### src/rtl/post_addsub_acc_if.sv
// Interface bundling the data/handshake signals of post_addsub_acc.
// The master drives the operands. The slave (the post-adder) returns P, cout and out_valid.
// The POST_ADDSUB_OVF_EN macro adds the sticky signed-overflow flag ovf.
interface post_addsub_acc_if #(
  parameter int WIDTH = 48
);
  logic             in_valid;
  logic [WIDTH-1:0] a;
  logic [WIDTH-1:0] b;
  logic             cin;
  logic             add_subb;
  logic             acc_en;
  logic             acc_clr;
  logic             out_valid;
  logic [WIDTH-1:0] P;
  logic             cout;
`ifdef POST_ADDSUB_OVF_EN
  logic             ovf;

  modport master (
    output in_valid, a, b, cin, add_subb, acc_en, acc_clr,
    input  out_valid, P, cout, ovf
  );
  modport slave (
    input  in_valid, a, b, cin, add_subb, acc_en, acc_clr,
    output out_valid, P, cout, ovf
  );
`else
  modport master (
    output in_valid, a, b, cin, add_subb, acc_en, acc_clr,
    input  out_valid, P, cout
  );
  modport slave (
    input  in_valid, a, b, cin, add_subb, acc_en, acc_clr,
    output out_valid, P, cout
  );
`endif
endinterface

### src/rtl/post_addsub_acc.sv
// Pipelined post-adder/subtracter with accumulator feedback and carry-out.
// Stage 1 is an optional input register (PIPE_IN). Stage 2 selects Z, adds or subtracts,
// and registers P, cout and out_valid.
// The POST_ADDSUB_OVF_EN macro adds a sticky signed-overflow flag (bus.ovf).
// That flag is cleared by reset or by an acc_clr sample.
module post_addsub_acc #(
  parameter int WIDTH   = 48,
  parameter int PIPE_IN = 1
) (
  input  logic              CLK,
  input  logic              RSTP,
  input  logic              CE,
  post_addsub_acc_if.slave  bus
);

  // Stage-1 view of the sample, either registered or straight from the bus
  logic             s1_valid;
  logic [WIDTH-1:0] s1_a;
  logic [WIDTH-1:0] s1_b;
  logic             s1_cin;
  logic             s1_sub;
  logic             s1_en;
  logic             s1_clr;

  generate
    if (PIPE_IN != 0) begin : g_in_reg
      logic             valid_q;
      logic [WIDTH-1:0] a_q;
      logic [WIDTH-1:0] b_q;
      logic             cin_q;
      logic             sub_q;
      logic             en_q;
      logic             clr_q;

      // Input register stage. Reset drops any in-flight sample.
      always_ff @(posedge CLK) begin
        if (RSTP) begin
          valid_q <= 1'b0;
          a_q     <= '0;
          b_q     <= '0;
          cin_q   <= 1'b0;
          sub_q   <= 1'b0;
          en_q    <= 1'b0;
          clr_q   <= 1'b0;
        end else if (CE) begin
          valid_q <= bus.in_valid;
          a_q     <= bus.a;
          b_q     <= bus.b;
          cin_q   <= bus.cin;
          sub_q   <= bus.add_subb;
          en_q    <= bus.acc_en;
          clr_q   <= bus.acc_clr;
        end
      end

      assign s1_valid = valid_q;
      assign s1_a     = a_q;
      assign s1_b     = b_q;
      assign s1_cin   = cin_q;
      assign s1_sub   = sub_q;
      assign s1_en    = en_q;
      assign s1_clr   = clr_q;
    end else begin : g_in_wire
      assign s1_valid = bus.in_valid;
      assign s1_a     = bus.a;
      assign s1_b     = bus.b;
      assign s1_cin   = bus.cin;
      assign s1_sub   = bus.add_subb;
      assign s1_en    = bus.acc_en;
      assign s1_clr   = bus.acc_clr;
    end
  endgenerate

  logic [WIDTH-1:0] p_q;
  logic             cout_q;
  logic             out_valid_q;
  logic [WIDTH-1:0] z_d;
  logic [WIDTH:0]   r_d;

  // Stage-2 arithmetic: choose Z (clear > feedback > b), then a (WIDTH+1)-bit add/sub
  always_comb begin
    z_d = s1_clr ? '0 : (s1_en ? p_q : s1_b);
    if (s1_sub) begin
      r_d = {1'b0, z_d} - {1'b0, s1_a} - {{WIDTH{1'b0}}, s1_cin};
    end else begin
      r_d = {1'b0, z_d} + {1'b0, s1_a} + {{WIDTH{1'b0}}, s1_cin};
    end
  end

  // Result register. An invalid clear sample still zeroes the accumulator.
  always_ff @(posedge CLK) begin
    if (RSTP) begin
      p_q         <= '0;
      cout_q      <= 1'b0;
      out_valid_q <= 1'b0;
    end else if (CE) begin
      if (s1_valid) begin
        p_q         <= r_d[WIDTH-1:0];
        cout_q      <= r_d[WIDTH];
        out_valid_q <= 1'b1;
      end else begin
        if (s1_clr) begin
          p_q    <= '0;
          cout_q <= 1'b0;
        end
        out_valid_q <= 1'b0;
      end
    end
  end

  assign bus.P         = p_q;
  assign bus.cout      = cout_q;
  assign bus.out_valid = out_valid_q;

`ifdef POST_ADDSUB_OVF_EN
  logic ovf_q;
  logic sign_a_d;
  logic ovf_now_d;

  // Signed overflow: the result sign differs from both effective operand signs
  always_comb begin
    sign_a_d  = s1_sub ? ~s1_a[WIDTH-1] : s1_a[WIDTH-1];
    ovf_now_d = (z_d[WIDTH-1] ^ r_d[WIDTH-1]) & (sign_a_d ^ r_d[WIDTH-1]);
  end

  // Sticky overflow flag. A clear sample restarts it from this sample's result.
  always_ff @(posedge CLK) begin
    if (RSTP) begin
      ovf_q <= 1'b0;
    end else if (CE) begin
      if (s1_clr) begin
        ovf_q <= s1_valid & ovf_now_d;
      end else if (s1_valid) begin
        ovf_q <= ovf_q | ovf_now_d;
      end
    end
  end

  assign bus.ovf = ovf_q;
`endif

endmodule

### src/flat_wrapper.sv
// flat-port wrapper written by rule: the top's interface ports become plain ports
module post_addsub_acc_flat 
#(
  parameter int WIDTH   = 48,
  parameter int PIPE_IN = 1
)
  (CLK, RSTP, CE, bus_in_valid, bus_a, bus_b, bus_cin, bus_add_subb, bus_acc_en, bus_acc_clr, bus_out_valid, bus_P, bus_cout);
  post_addsub_acc_if #(.WIDTH(WIDTH)) bus_i ();
  input  logic CLK;
  input  logic RSTP;
  input  logic CE;
  input wire logic [$bits(bus_i.in_valid)-1:0] bus_in_valid;
  input wire logic [$bits(bus_i.a)-1:0] bus_a;
  input wire logic [$bits(bus_i.b)-1:0] bus_b;
  input wire logic [$bits(bus_i.cin)-1:0] bus_cin;
  input wire logic [$bits(bus_i.add_subb)-1:0] bus_add_subb;
  input wire logic [$bits(bus_i.acc_en)-1:0] bus_acc_en;
  input wire logic [$bits(bus_i.acc_clr)-1:0] bus_acc_clr;
  output wire logic [$bits(bus_i.out_valid)-1:0] bus_out_valid;
  output wire logic [$bits(bus_i.P)-1:0] bus_P;
  output wire logic [$bits(bus_i.cout)-1:0] bus_cout;
  assign bus_i.in_valid = bus_in_valid;
  assign bus_i.a = bus_a;
  assign bus_i.b = bus_b;
  assign bus_i.cin = bus_cin;
  assign bus_i.add_subb = bus_add_subb;
  assign bus_i.acc_en = bus_acc_en;
  assign bus_i.acc_clr = bus_acc_clr;
  assign bus_out_valid = bus_i.out_valid;
  assign bus_P = bus_i.P;
  assign bus_cout = bus_i.cout;
  post_addsub_acc #(.WIDTH(WIDTH), .PIPE_IN(PIPE_IN)) u_core (.CLK(CLK), .RSTP(RSTP), .CE(CE), .bus(bus_i));
endmodule
### config.mk
export PLATFORM = sky130hd
export DESIGN_NAME = post_addsub_acc_flat
export DESIGN_NICKNAME = d
export VERILOG_FILES = /design/src/rtl/post_addsub_acc_if.sv /design/src/rtl/post_addsub_acc.sv /design/src/flat_wrapper.sv
export SDC_FILE = /design/constraint.sdc
export NUM_CORES = 1
export LEC_CHECK = 0
export BUFFER_PORTS_ARGS = -buffer_cell sky130_fd_sc_hd__clkbuf_2
export CAP_MARGIN = 10
export CORE_MARGIN = 3
export CORE_UTILIZATION = 30
export CTS_BUF_LIST = sky130_fd_sc_hd__clkbuf_4 sky130_fd_sc_hd__clkbuf_8 sky130_fd_sc_hd__clkbuf_16
export DETAILED_ROUTE_END_ITERATION = 16
export HOLD_SLACK_MARGIN = 0.1
export SETUP_SLACK_MARGIN = 0.15
export SKIP_CTS_REPAIR_TIMING = 1
export SYNTH_ARGS = -nofsm -noshare
export SYNTH_HDL_FRONTEND = slang
export SYNTH_SLANG_ARGS = --single-unit
### constraint.sdc
create_clock -name CLK -period 13.6 [get_ports CLK]
set_input_delay 2.04 -clock CLK [delete_from_list [all_inputs] [get_ports CLK]]
set_output_delay 2.04 -clock CLK [all_outputs]
set_load 0.005 [all_outputs]
==> results of run 1 <==
-- kinds of logic (layout without fill, tap and decap cells) --
| kind of cell | count (synthesis) | count (layout) | synth area share |
|---|---|---|---|
| AND/OR/NAND/NOR | 457 | 457 | 0.1670 |
| adder cells (fa/ha/maj) | 142 | 142 | 0.1397 |
| XOR/XNOR | 83 | 83 | 0.05627 |
| AO/OA/AOI/OAI | 408 | 408 | 0.2070 |
| flip-flops | 151 | 151 | 0.2340 |
| buffers and inverters | 246 | 352 | 0.07215 |
| multiplexers | 160 | 160 | 0.1240 |
-- report_power, final --
| group | leakage (nW) | internal [mW] | switching, mW |
|---|---|---|---|
| logic | 5.46 | 0.218 | 0.324 |
| clock network | 0.290 | 0.282 | 0.215 |
| registers | 1.24 | 0.465 | 0.0224 |
| total | 6.99 | 0.966 | 0.562 |
-- routing by layer --
| metal | routed length [µm] | vias to the layer above |
|---|---|---|
| met1 | 20180 | 5700 |
| met5 | 0 | - |
| li1 | - | 5949 |
| met2 | 18340 | 372 |
| met3 | 2410 | 59 |
| met4 | 850 | 0 |
-- area by class of cell --
class                           instances  area share
Inverter                              159     0.04059
Clock inverter                         12    0.009785
Multi-Input combinational cell       1250      0.6101
Tap cell                              539     0.04586
Clock buffer                           20     0.03089
Timing Repair Buffer                  161     0.05701
Sequential cell                       151      0.2057
-- stage by stage --
step	instances	total power [mW]	utilization	setup slack [ps]
floorplan	1647	0.8938	-	9109
global placement	2259	1.029	0.3338	8472
detailed placement	2259	1.032	0.3338	8359
CTS	2291	1.536	0.3480	8614
global route	2292	1.618	0.3482	8200
finish	2292	1.527	0.3482	8597
-- cell usage in the layout (no fill, tap or decap), drive strengths merged, types with 10 or more instances in the layout --
master  instances
a211oi         12
a21o           34
a21oi         139
a22oi          19
buf            10
clkbuf        171
dfxtp         151
ha            137
inv           163
mux2i         160
nand2          82
nand3          24
nand4          24
nor2          189
nor2b          14
nor3           24
nor4           13
o211ai         16
o21ai          72
o21bai         26
o221ai         10
o31ai          14
or2            47
xnor2          63
xor2           20
-- how the worst min path moves through the flow --
stage,to,slack (ps),cells after the start
floorplan,u_core.bus.P[20]$_SDFFE_PP0P_,460,2
global placement,u_core.bus.P[13]$_SDFFE_PP0P_,470,2
detailed placement,u_core.bus.P[13]$_SDFFE_PP0P_,460,2
CTS,u_core.bus.P[13]$_SDFFE_PP0P_,470,2
global route,u_core.bus.P[16]$_SDFFE_PP0P_,510,2
finish,u_core.bus.P[13]$_SDFFE_PP0P_,470,2
-- worst register-to-register path: cells and delay by family (launching register included) --
family / cells / cell delay, ps
AO/OA/AOI/OAI: 6 / 1440
adder cells (fa/ha/maj): 2 / 790
buffers and inverters: 2 / 840
flip-flops: 1 / 580
multiplexers: 2 / 340
AND/OR/NAND/NOR: 4 / 890
-- registers in the layout (all words and copies together), names as in the netlist --
register                 count
u_core.bus.P                48
u_core.g_in_reg.a_q         48
u_core.g_in_reg.b_q         48
u_core.bus.cout              1
u_core.bus.out_valid         1
u_core.g_in_reg.cin_q        1
u_core.g_in_reg.clr_q        1
u_core.g_in_reg.en_q         1
u_core.g_in_reg.sub_q        1
u_core.g_in_reg.valid_q      1
==> flow_metrics.tcl, run 1 <==
set metrics [dict create \
    slowest_stage "buf_4" \
    crit_type "flip-flop to flip-flop" \
    antenna_found_initial 0 \
    drc 0 \
    grtUsageMet2 0.2866 \
    ys.flop_type "dfxtp_1" \
    dr.pass1.iters 6 \
    fin_crit_ps 5003 \
    endpoint "u_core.bus.P[47]$_SDFFE_PP0P_" \
    grt_start_max_net_pins 77 \
    grt_util_met1 0.2566 \
    reg2reg_to "u_core.bus.P[47]$_SDFFE_PP0P_" \
    hold-worst-slack_ps 472.1 \
    synth_edf_count 0 \
    clk_latency_ps 470 \
    dieWidth_um 213.5 \
    rsz0062_at_grt "no" \
    cts_buffer_depth 2 \
    yosys_warnings 0 \
    first_global_vias 11700 \
    clock_sinks 151 \
    use_met3 0.03877 \
    crit_arrival_ps 5360 \
    finalCritPeriodShare 0.3679 \
    cp.depth 16 \
    synth_top_area_share 0.2340 \
    synth_nets 1892 \
    yosysTopAreaCell "dfxtp_1" \
    min-delay-start "u_core.bus.P[13]$_SDFFE_PP0P_" \
    setup_tns_ps 0 \
    tightest_slew_ps 1085 \
    grt_busiest_layer "met2" \
    rr_worst_depth 16 \
    dpl_cell_area_um2 14100 \
    multi_input_area_um2 8972 \
    crit_path_max_incr_delay_ps 670 \
    syn_area_um2 12920 \
    via_per_inst 5.271 \
    crit_chain "buf_4 > mux2i_1 > or2_2 > ha_1 > inv_1 > ha_1 > a21oi_1 > nor2b_1 > o21ai_0 > a22oi_1 > a2111oi_0 > or3_1 > o41a_2 > mux2i_1 > a2bb2oi_1 > nor2_1" \
    fill_cells 4491 \
    ant_nets 0 \
    wirelength_um 41780 \
    placementRows 75 \
    hold_viol_final 0 \
    finalSetupViolations 0 \
    synth_area_leaders "dfxtp_1 (23%), ha_1 (13%), mux2i_1 (12%)" \
    vias 12080 \
    critPathRequiredTime_ps 13950 \
    initial_core_util 0.3060 \
    synthTopCellsByCount "nor2_1 (189), mux2i_1 (160), inv_1 (158), dfxtp_1 (151), a21oi_1 (138)" \
    relSlewSlack 0.2670 \
    crit_buf_inv 2 \
    drt_iter0_drc 950 \
    min_path_type "flip-flop to flip-flop" \
    async_flop_share 0 \
    area_growth_pct 13.82 \
    irDropWorstVdd_mv 0.1022 \
    crit_fanout 37 \
    drive_gt1_frac 0.1466 \
    seqCellArea_um2 3025 \
    status "finished, final reports clean" \
    drv_slew 0 \
    core_area_um2 42230 \
    r2r_slack_ps 8600 \
    powerDensity_nw_per_um2 103.9 \
    synth.avg_cell_area_um2 7.844 \
    final_nets 1985 \
    io_pins 154 \
    crit_family "compound AO/OA/AOI/OAI gates" \
    clk_pin_slew_worst_paths_ps 70 \
    overflow 0 \
    portBuffers 153 \
    yosysMostFrequentCell "nor2_1" \
    yosysSeqAreaShare 0.2340 \
    num_antenna_cells 0 \
    worstSetupStartpointType "flip-flop" \
    cp-end-kind "flip-flop" \
    ys_seq_elements 151 \
    syn_inst 1647 \
    grt_pass1_wl_um 65470 \
    startpoint "u_core.g_in_reg.en_q$_SDFFE_PP0P_" \
    cts_inserted_buffers 17 \
    timing.rr.start "u_core.g_in_reg.en_q$_SDFFE_PP0P_" \
    htreeDepth 4 \
    cts_tree "yes" \
    fin_area_um2 14710 \
    skew_ps 13.07 \
    wl_per_cell_um 18.23 \
    fmax_mhz 199.9 \
    cts_root_buf "clkbuf_16" \
    die-area_um2 45590 \
    die_h_um 213.5 \
    leakage_nw 6.986 \
    hpwl_um 32810 \
    cap_violations 0 \
    gp_congestion 0.9099 \
    grt_usage 0.1831 \
    synth_cell_types 77 \
]
Note: power is estimated with default switching activity, not from simulation.
==> inputs of run 2 (changes only) <==
==> constraint.sdc (replaced) <==
create_clock -name CLK -period 4.91 [get_ports CLK]
set_input_delay 0.7365 -clock CLK [delete_from_list [all_inputs] [get_ports CLK]]
set_output_delay 0.7365 -clock CLK [all_outputs]
set_load 0.005 [all_outputs]
==> flow_metrics.tcl, run 2 (same netlist as run 1, synthesis figures left out) <==
set metrics [dict create \
    portBuffers 153 \
    fin_crit_ps 4321 \
    gp_congestion 0.8970 \
    cts_inserted_buffers 17 \
    place_inst 2272 \
    multi_input_area_um2 8967 \
    initial_core_util 0.3060 \
    rr_worst_depth 16 \
    vias 12130 \
    worstSetupStartpointType "flip-flop" \
    p_total_mw 4.196 \
    cts_tree "yes" \
    clk_latency_ps 470 \
    drt_iter0_drc 947 \
    area_growth_pct 14.35 \
    dp_slack_ps 635.2 \
    skew_ps 19.51 \
    critPathRequiredTime_ps 5240 \
    ant_nets 0 \
    min-delay-start "u_core.bus.P[16]$_SDFFE_PP0P_" \
    core_area_um2 42230 \
    p_int_mw 2.618 \
    die-area_um2 45590 \
    p_clk_frac 0.315 \
    dr.pass1.iters 5 \
    io_pins 154 \
    grt_start_max_net_pins 93 \
    hold_viol_final 0 \
    timing.rr.start "u_core.g_in_reg.en_q$_SDFFE_PP0P_" \
    drive_gt1_frac 0.1524 \
    dieWidth_um 213.5 \
    irDropWorstVdd_mv 0.2287 \
    grt_pass1_wl_um 66140 \
    tightest_slew_ps 1079 \
    crit_arrival_ps 4650 \
    finalSetupViolations 0 \
    htreeDepth 4 \
    overflow 0 \
    r2r_slack_ps 590 \
    cp-end-kind "flip-flop" \
    via_per_inst 5.264 \
    crit_fanout 36 \
    first_global_vias 11870 \
    dr.max_layer_used "met4" \
    final_nets 1997 \
    finalCritPeriodShare 0.8801 \
    clock_sinks 151 \
    cap_violations 0 \
    min_path_type "flip-flop to flip-flop" \
    leakage_nw 7.017 \
    hpwl_um 33510 \
    reg2reg_to "u_core.bus.P[42]$_SDFFE_PP0P_" \
    fmax_mhz 231.4 \
    wl_per_cell_um 18.41 \
    layout_setup_ws_ps 588.9 \
    crit_type "flip-flop to flip-flop" \
    rsz0062_at_grt "no" \
    seqPwrFrac 0.322 \
    min_path_cells 2 \
    fill_cells 4428 \
    die_h_um 213.5 \
    dr_wl_met3_um 2639 \
    final-instance-count-excl-fill 2305 \
    drv_slew 0 \
    clk_pin_slew_worst_paths_ps 70 \
    relSlewSlack 0.2713 \
    powerDensity_nw_per_um2 284.0 \
    status "finished, final reports clean" \
    p_switching_mw 1.578 \
    placementRows 75 \
    antenna_found_initial 0 \
    grt_usage 0.1857 \
    cts_root_buf "clkbuf_16" \
    layout_common_cells "nor2_1 (189), mux2i_1 (160), inv_1 (158)" \
    swShare 0.3761 \
    wirelength_um 42440 \
    met1_length_um 20460 \
    final_common_cell "nor2_1" \
    p_comb_frac 0.363 \
    met2_wirelength_um 18680 \
    cts_buffer_depth 2 \
    drc 0 \
    seqCellArea_um2 3025 \
    setup_tns_ps 0 \
    hold_end "u_core.bus.P[16]$_SDFFE_PP0P_" \
]
run 2: cell count changes in the layout (fill, tap and decap cells not counted), sizes merged:
cell,previous run,this run
buf,10,22
inv,163,162
clkinv,4,3
bufinv,2,1
clkinvlp,2,5
diode,0,1
run 2: how the worst max path moves through the flow:
stage | from | depth (start not counted) | endpoint | slack (ps)
2_1_floorplan | u_core.g_in_reg.en_q$_SDFFE_PP0P_ | 18 | u_core.bus.P[47]$_SDFFE_PP0P_ | 420
3_3_place_gp | u_core.g_in_reg.en_q$_SDFFE_PP0P_ | 16 | u_core.bus.P[42]$_SDFFE_PP0P_ | 730
3_5_place_dp | u_core.g_in_reg.en_q$_SDFFE_PP0P_ | 16 | u_core.bus.P[47]$_SDFFE_PP0P_ | 640
4_1_cts | u_core.g_in_reg.en_q$_SDFFE_PP0P_ | 16 | u_core.bus.P[47]$_SDFFE_PP0P_ | 630
5_1_grt | u_core.g_in_reg.en_q$_SDFFE_PP0P_ | 16 | u_core.bus.P[47]$_SDFFE_PP0P_ | 280
6_report | u_core.g_in_reg.en_q$_SDFFE_PP0P_ | 16 | u_core.bus.P[42]$_SDFFE_PP0P_ | 590
run 2: cell type report:
cell class                 count  share of cell area
clock buffer                  20             0.03032
inverter                     159             0.04040
multi-input combinational   1250              0.6070
sequential                   151              0.2048
timing repair buffer         173             0.06343
antenna                        1           0.0001694
clock inverter                12            0.008299
tap                          539             0.04565
run 2: through the flow:
stage	area (µm²)	util	hold WS (ps)
global route	14770	0.3498	494.0
detailed placement	14200	0.3363	465.8
floorplan	12920	-	456.3
global placement	14200	0.3363	464.1
CTS	14770	0.3498	474.5
finish	14770	0.3499	473.7
run 2: critical path, cell delays in order (launching register included):
cell,delay (ps)
dfxtp_2,380
buf_12,290
mux2i_1,140
or2_2,330
ha_1,470
inv_1,210
ha_1,360
a21oi_1,240
o21bai_1,110
a21o_1,190
a32o_1,220
a31o_1,220
o2111ai_1,250
a211oi_1,170
or3_1,330
a32oi_1,200
o21ai_1,80
run 2: layer usage:
metal | vias up | global-route usage
li1 | 5970 | -
met1 | 5759 | 0.2576
met2 | 366 | 0.2945
met3 | 38 | 0.03716
met4 | 0 | 0.05082
met5 | - | 0
run 2: power by group through the flow:
stage          clock network (mW)  logic, mW  registers, mW
2_1_floorplan                   0       1.13           1.35
3_3_place_gp                    0       1.49           1.38
3_5_place_dp                    0       1.50           1.38
4_1_cts                      1.37       1.51           1.35
5_1_grt                      1.40       1.68           1.36
6_report                     1.32       1.52           1.35
